$ cat config.mk
export PLATFORM = sky130hd
export DESIGN_NAME = axis_fifo_scheduler
export DESIGN_NICKNAME = d
export VERILOG_FILES = /design/src/rtl/axis_fifo_scheduler.sv
export SDC_FILE = /design/constraint.sdc
export NUM_CORES = 1
export LEC_CHECK = 0
export BUFFER_PORTS_ARGS = -buffer_cell sky130_fd_sc_hd__buf_2
export CAP_MARGIN = 25
export CORE_MARGIN = 8
export CORE_UTILIZATION = 40
export DETAILED_ROUTE_END_ITERATION = 16
export GPL_TIMING_DRIVEN = 0
export SLEW_MARGIN = 20
export SYNTH_ARGS = -nofsm -noshare
export SYNTH_HDL_FRONTEND = slang
export SYNTH_SLANG_ARGS = --single-unit
$ cat constraint.sdc
create_clock -name clk -period 31.7 [get_ports clk]
set_clock_uncertainty 0.05 [all_clocks]
set_input_delay 1.585 -clock clk [delete_from_list [all_inputs] [get_ports clk]]
set_output_delay 1.585 -clock clk [all_outputs]
set_load 0.1 [all_outputs]
$ cat src/rtl/axis_fifo_scheduler.sv
`default_nettype none
// ---------------------------------------------------------------------------
// axis_fifo_scheduler: round-robin packet scheduler over NUM_CH AXIS FIFOs.
// Optional beat watchdog enabled by defining SCHED_WATCHDOG_EN.  Rev 1.0
// ---------------------------------------------------------------------------
module axis_fifo_scheduler #(
  parameter int NUM_CH    = 14,
  parameter int MAX_BEATS = 1024
) (
  input  logic              clk,
  input  logic              rst_n,
  input  logic              sched_en,
  input  logic [NUM_CH-1:0] src_tvalid,
  input  logic [NUM_CH-1:0] src_tlast,
  input  logic              dst_tready,
  output logic [7:0]        bus_sel,
  output logic              busy,
  output logic              pkt_done
`ifdef SCHED_WATCHDOG_EN
  , output logic            wdog_err
`endif
);

  typedef enum logic [1:0] {
    IDLE = 2'd0,
    ARB  = 2'd1,
    XFER = 2'd2
  } state_t;

  state_t      state;
  state_t      state_n;
  logic [7:0]  bus_sel_n;
  logic        pkt_done_n;
  logic [6:0]  rr_ptr;
  logic [6:0]  rr_ptr_n;
  logic [15:0] beat_cnt;
  logic [15:0] beat_cnt_n;

  logic [6:0]  grant;
  logic [6:0]  next_ptr;
  logic        sel_valid;
  logic        sel_last;
  logic        beat_acc;

  logic        arb_found;
  logic [6:0]  arb_idx;
  logic [7:0]  arb_dist;
  logic [7:0]  arb_best;

  // The low 7 bits of the registered select code are the granted channel.
  assign grant    = bus_sel[6:0];
  assign next_ptr = (grant == 7'(NUM_CH - 1)) ? 7'd0 : grant + 7'd1;
  assign busy     = (state == XFER);
  assign beat_acc = sel_valid & dst_tready;

  always_comb begin
    sel_valid = 1'b0;
    sel_last  = 1'b0;
    for (int i = 0; i < NUM_CH; i++) begin
      if (grant == 7'(i)) begin
        sel_valid = src_tvalid[i];
        sel_last  = src_tlast[i];
      end
    end
  end

  // Round-robin pick: smallest forward distance from rr_ptr among valid channels.
  always_comb begin
    arb_found = 1'b0;
    arb_idx   = 7'd0;
    arb_dist  = 8'd0;
    arb_best  = 8'hFF;
    for (int j = 0; j < NUM_CH; j++) begin
      if (src_tvalid[j]) begin
        if (7'(j) >= rr_ptr)
          arb_dist = {1'b0, 7'(j)} - {1'b0, rr_ptr};
        else
          arb_dist = {1'b0, 7'(j)} + 8'(NUM_CH) - {1'b0, rr_ptr};
        if (arb_dist < arb_best) begin
          arb_best  = arb_dist;
          arb_idx   = 7'(j);
          arb_found = 1'b1;
        end
      end
    end
  end

`ifdef SCHED_WATCHDOG_EN
  logic wdog_err_n;
  logic limit_hit;

  assign limit_hit = ((beat_cnt + 16'd1) == 16'(MAX_BEATS));
`endif

  always_comb begin
    state_n    = state;
    bus_sel_n  = bus_sel;
    pkt_done_n = 1'b0;
    rr_ptr_n   = rr_ptr;
    beat_cnt_n = beat_cnt;
`ifdef SCHED_WATCHDOG_EN
    wdog_err_n = wdog_err;
`endif
    case (state)
      IDLE: begin
        bus_sel_n = 8'd0;
        if (sched_en && (|src_tvalid))
          state_n = ARB;
      end
      ARB: begin
        if (arb_found) begin
          bus_sel_n = {1'b1, arb_idx};
          state_n   = XFER;
        end else begin
          bus_sel_n = 8'd0;
          state_n   = IDLE;
        end
      end
      XFER: begin
        if (beat_acc) begin
          if (sel_last) begin
            state_n    = IDLE;
            bus_sel_n  = 8'd0;
            pkt_done_n = 1'b1;
            beat_cnt_n = 16'd0;
            rr_ptr_n   = next_ptr;
          end else begin
            beat_cnt_n = beat_cnt + 16'd1;
`ifdef SCHED_WATCHDOG_EN
            // A beat that reaches the limit without tlast forces the exit.
            if (limit_hit) begin
              state_n    = IDLE;
              bus_sel_n  = 8'd0;
              beat_cnt_n = 16'd0;
              rr_ptr_n   = next_ptr;
              wdog_err_n = 1'b1;
            end
`endif
          end
        end
      end
      default: begin
        state_n   = IDLE;
        bus_sel_n = 8'd0;
      end
    endcase
  end

  always_ff @(posedge clk or negedge rst_n) begin
    if (!rst_n) begin
      state    <= IDLE;
      bus_sel  <= 8'd0;
      pkt_done <= 1'b0;
      rr_ptr   <= 7'd0;
      beat_cnt <= 16'd0;
    end else begin
      state    <= state_n;
      bus_sel  <= bus_sel_n;
      pkt_done <= pkt_done_n;
      rr_ptr   <= rr_ptr_n;
      beat_cnt <= beat_cnt_n;
    end
  end

`ifdef SCHED_WATCHDOG_EN
  always_ff @(posedge clk or negedge rst_n) begin
    if (!rst_n)
      wdog_err <= 1'b0;
    else
      wdog_err <= wdog_err_n;
  end
`endif

endmodule
`default_nettype wire

[Yosys cells after proc, flatten, opt, wreduce, memory -nomap -nowiden]
Index checks and enable logic that the tools add are counted.
Widths: inputs -> output; s select.
Operators by class
  multipliers: 0
  divide/modulo/power cells: 0
  multiplexer cells: 149
  shift operators: 0
  $lt $le $gt $ge: 28
  add/subtract/negate cells: 29
  bitwise gates (word level): 1
  equal/unequal tests: 18
  reduce and logical (&&, ||, !) cells: 7
Operator list (count)
  $mux 8: 57
  $mux 7: 25
  $lt 8x8->1: 13
  $sub 5x7->8 const A: 12
  $sub 4x7->8 const A: 8
  $mux 1: 61
  $eq 7x4->1 const B: 6
  $ge 4x7->1 const A: 6
  $sub 3x7->8 const A: 4
  $eq 7x3->1 const B: 4
  $ge 3x7->1 const A: 4
  $pmux 8 s2: 1
  $sub 1x7->8 const A: 2
  $sub 2x7->8 const A: 2
  $eq 7x2->1 const B: 2
  $ge 1x7->1 const A: 2
  $ge 2x7->1 const A: 2
  $reduce_or 14->1: 1
  $lt 8x8->1 const B: 1
  $mux 2: 4
  $add 7x1->7 const B: 1
  $eq 7x1->1 const B: 1
  $logic_not 7->1: 1
  $pmux 2 s3: 1
  other kinds (9): 11
Word-level totals
  memories: 0
  output and inout port bits: 10
  latch bits: 0
  logic and storage cells: 236
  bits in registers: 18
  input port bits: 32
  bits in read-only memories: 0
  RAM bits: 0

[Logic depth before layout (Yosys ltp)]
  word-level depth: 47
  depth in mapped cells: 153
  gate-level depth less buffers: 136

[Worst setup path after synthesis]
OpenSTA, ideal clock, no wires.
  path kind: reg-to-reg
  start: register rr_ptr[2]
  end: register bus_sel[1]
  clock period less this slack: 25.690 ns
  slack: 6.010 ns
  buffers on the path: 18
  arrival: 25.572 ns
  stages on the path, launching flop included: 141
  library setup time: 0.068 ns
  data required time: 31.582 ns
  cell sequence: dfrtp_1 -> clkbuf_1 -> clkbuf_1 -> inv_1 -> clkbuf_1 -> ha_1 -> inv_1 -> nor2_1 -> ha_1 -> buf_2 -> inv_1 -> and4_1 -> a211oi_1 -> and2_1 -> ha_1 -> and4_1 -> buf_1 -> nand4_1 -> [... 105 more ...] -> ha_1 -> o21a_1 -> o21ai_0 -> nand2b_1 -> a21oi_1 -> nor2_1 -> a2111oi_0 -> a31oi_1 -> o21ai_1 -> buf_2 -> nand2_1 -> o21a_1 -> ha_1 -> nand3_1 -> or3_1 -> nor2b_1 -> a211oi_2 -> a32o_1
Between the ends
  word-level cells in the longest chain between the ends: 47
  elaborated cells on any way between the ends: 164
  classes of those cells: add/sub (28); order compare (28); mux (108)
RTL lines
  start, declared: line 34  | logic [6:0] rr_ptr;
  start signal, assigned: line 160  | rr_ptr <= rr_ptr_n;
  $sub 4x7->8 (tied with other cells): line 78  | arb_dist = {1'b0, 7'(j)} + 8'(NUM_CH) - {1'b0, rr_ptr};
  $mux 8: line 75  | if (7'(j) >= rr_ptr)
  $mux 8: line 74  | if (src_tvalid[j]) begin
  $lt 8x8->1: line 79  | if (arb_dist < arb_best) begin
  $mux 8: line 79
  $mux 8: line 74
  $lt 8x8->1: line 79
  $mux 8: line 79
  [... 31 more ...]
  $lt 8x8->1: line 79
  $mux 8: line 79
  $mux 8: line 74
  $lt 8x8->1: line 79
  $mux 7 / $mux 1 (equally long branches): line 79
  $mux 7 / $mux 1 (equally long branches): line 74
  $mux 8 *: line 111  | if (arb_found) begin
  $pmux 8 s2 *: line 104  | case (state)
  end signal, assigned: line 158  | bus_sel <= bus_sel_n;
  end, declared: line 16  | output logic [7:0] bus_sel,
Mark *: on every way between the ends. The rest lies on a longest branch, timed or not. The select of a mux whose other input is x is not followed.
A chain may end at the register's enable or synchronous reset.

[Final worst setup path]
  start: register rr_ptr[0]
  end: register bus_sel[1]
The elaborated chain is that of the path after synthesis.

==> results.py <==
metrics = {
    "timing": {
        "timing.hold.ws_ns": 0.586,
        "hold_viol": 0,
        "worstMarginPinSlew_ns": 1.01,
        "max_freq_mhz": 34.0,
        "finalSetupTns_ns": 0,
        "slew_viol_final": 0,
        "post-route-period-util_pct": 92.8,
        "fin_ws_ns": 2.28,
        "final.min_clock_period_ns": 29.42,
        "rsz0062_at_grt": "no",
        "relSlewSlack_pct": 32.4,
        "setup_violations": 0,
    },
    "drt": {
        "antenna_left": 0,
        "num_vias": 8242,
        "wl_per_cell_um": 19.6,
        "dr.pass1.iters": 5,
        "wl_mm": 26.3,
        "vias_per_cell": 6.14,
        "drt-initial-drc-count": 523,
        "drc": 0,
    },
    "clock_tree": {
        "htreeDepth": 1,
        "cts_made_buffers": 3,
        "cts_root_buffer": "clkbuf_16",
        "clk_pin_slew_ns": 0.05,
        "clockBufferDepth": 2,
        "cts_tree": "built",
        "cts.sinks": 13,
        "insertion_delay_ns": 0.24,
    },
    "setup_path": {
        "crit_slowest_cell": "o41ai_4",
        "crit_buf_inv": 27,
        "critPathTopFamily": "compound AO/OA/AOI/OAI gates",
        "worst_ep_arrival_time_ns": 29.49,
        "startpoint_type": "register",
        "cp_max_fo": 10,
        "crit_top_cell": "ha_1",
        "worstPathRequired_ns": 31.77,
        "path_depth": 143,
        "r2r_start": "rr_ptr[0]$_DFFE_PN0P_",
        "crit_path_end_kind": "register",
        "rr_worst_depth": 143,
        "crit_path_start": "rr_ptr[0]$_DFFE_PN0P_",
        "critPathKind": "register to register",
        "critPathMaxStageDelay_ns": 0.59,
    },
    "logic_synthesis": {
        "seq_area_frac_synth_pct": 4.31,
        "synthTopCellsByArea": "ha_1, a21oi_1, mux2i_1",
        "yosysWarnings": 0,
        "synth_cells": 1058,
        "yosysTopAreaCellShare_pct": 19.2,
        "yosys-top-cells-count": "ha_1, nand2_1, nor2_1",
        "synth_edf_count": 0,
        "synthFlopType": "dfrtp_1",
        "synth_area_per_cell_sq_um": 7.14,
        "synth-seq-cells": 13,
        "synth.largest_area_cell": "ha_1",
        "synth_cell_types": 99,
        "async_flop_share_pct": 100,
        "netlist_area_sq_um": 7550,
        "synth_most_common_cell": "ha_1",
    },
    "floorplan": {
        "dieArea_sq_um": 23500,
        "core_sq_um": 18600,
        "die_y_um": 153,
        "die_w_um": 153,
        "io_pins": 42,
        "start_util_pct": 40.5,
        "num_rows": 50,
    },
    "finish": {
        "nets": 1257,
        "final_util_pct": 44.4,
        "drive_gt1_share_pct": 13.8,
        "fill_cells": 1964,
        "layout-area-overhead-vs-synth_pct": 9.51,
        "diodes": 0,
    },
    "hold_path": {
        "holdCritStartpoint": "state[1]$_DFFE_PN0P_",
        "min_path_cells": 2,
        "hp-class": "register to register",
    },
    "outcome": {
        "status": "finished, final reports clean",
    },
    "grt": {
        "grtUsageTotal_pct": 21.5,
        "antenna_found_initial": 0,
        "grt_pass1_wl_mm": 41.7,
        "grt.overflow.total": 0,
        "grt_pass1_vias": 7743,
        "grt_max_degree": 34,
    },
    "place": {
        "dpl.hpwl_mm": 21.1,
        "dp_slack_ns": 0.0474,
        "portBuffers": 38,
        "routabilityCongestion": 0.911,
    },
    "run": {
        "max-cap-violations": 0,
    },
}
final cells by class:
type	count	area [sq um]	area share, %
timing repair buffer	46	250	3.03
tap	234	293	3.54
buffer	51	241	2.92
sequential	13	327	3.95
clock buffer	4	78.8	0.953
inverter	55	219	2.65
multi-input combinational	939	6860	83.0
cells in the final DEF (no fill, tap or decap), types with 12 or more instances in the layout:
cell        n
o21a_1     12
a21o_1     26
mux2i_1    40
buf_2      45
xnor2_1    30
nand3_1    18
nor2b_1    25
o21ai_0    66
a31o_2     13
nor2_1     93
clkbuf_1   23
o31ai_1    13
nand2_1   109
nor3_1     14
dfrtp_1    12
a21oi_1    83
ha_1      116
a211oi_1   17
nand2b_1   16
and2_1     15
a31oi_1    17
buf_4      13
inv_1      50
path summary, 6_finish.rpt:
kind / to / slack [ns]
worst max-delay path: bus_sel[1]$_DFFE_PN0P_ / 2.28
worst min-delay path: state[0]$_DFFE_PN0P_ / 0.59
worst max register to register: bus_sel[1]$_DFFE_PN0P_ / 2.28
worst min register to register: state[0]$_DFFE_PN0P_ / 0.59
max in group asynchronous: rr_ptr[1]$_DFFE_PN0P_ / 30.15
min in group asynchronous: bus_sel[3]$_DFFE_PN0P_ / 1.18
layer usage:
layer	vias to the layer above	share of wire [%]	wire, um	GRT usage [%]
met5	-	0	0	0
met4	0	2.5	646	5.55
met3	40	5.7	1490	2.03
met2	283	45	11900	35.5
met1	3875	47	12200	29.2
li1	4044	-	-	-
flip-flops by register name, indices dropped and copies added (netlist names):
name and count:
bus_sel 5, rr_ptr 5, pkt_done 1, state 2
through the flow:
step / instance area, sq um / cells
floorplan: 7560 / 1060
global placement: 8040 / 1332
detailed placement: 8040 / 1332
CTS: 8120 / 1335
global route: 8270 / 1342
finish: 8270 / 1342
worst min-delay path, cell delays in order, from the launching register on:
cell,delay [ns]
dfrtp_1,0.37
nor2_1,0.05
and3_1,0.17
repair_timing:
item | in CTS | in global routing
gates resized for setup | 0 | 43
pin swaps | 0 | 1
hold buffers | 0 | 0
endpoints found under the setup margin | 1 | 6
setup buffers | 0 | 8
kinds of logic after synthesis:
group / share of synthesized area, %
other cells: 0.0497
simple gates: 23.3
buf+inv: 5.82
fa+ha+maj: 19.8
flops: 4.31
mux: 8.85
compound gates: 33.3
xor+xnor: 4.64
Power is left out: the tool's default activity adds up to more than one toggle a clock period on the data nets, which glitch-free logic cannot reach.
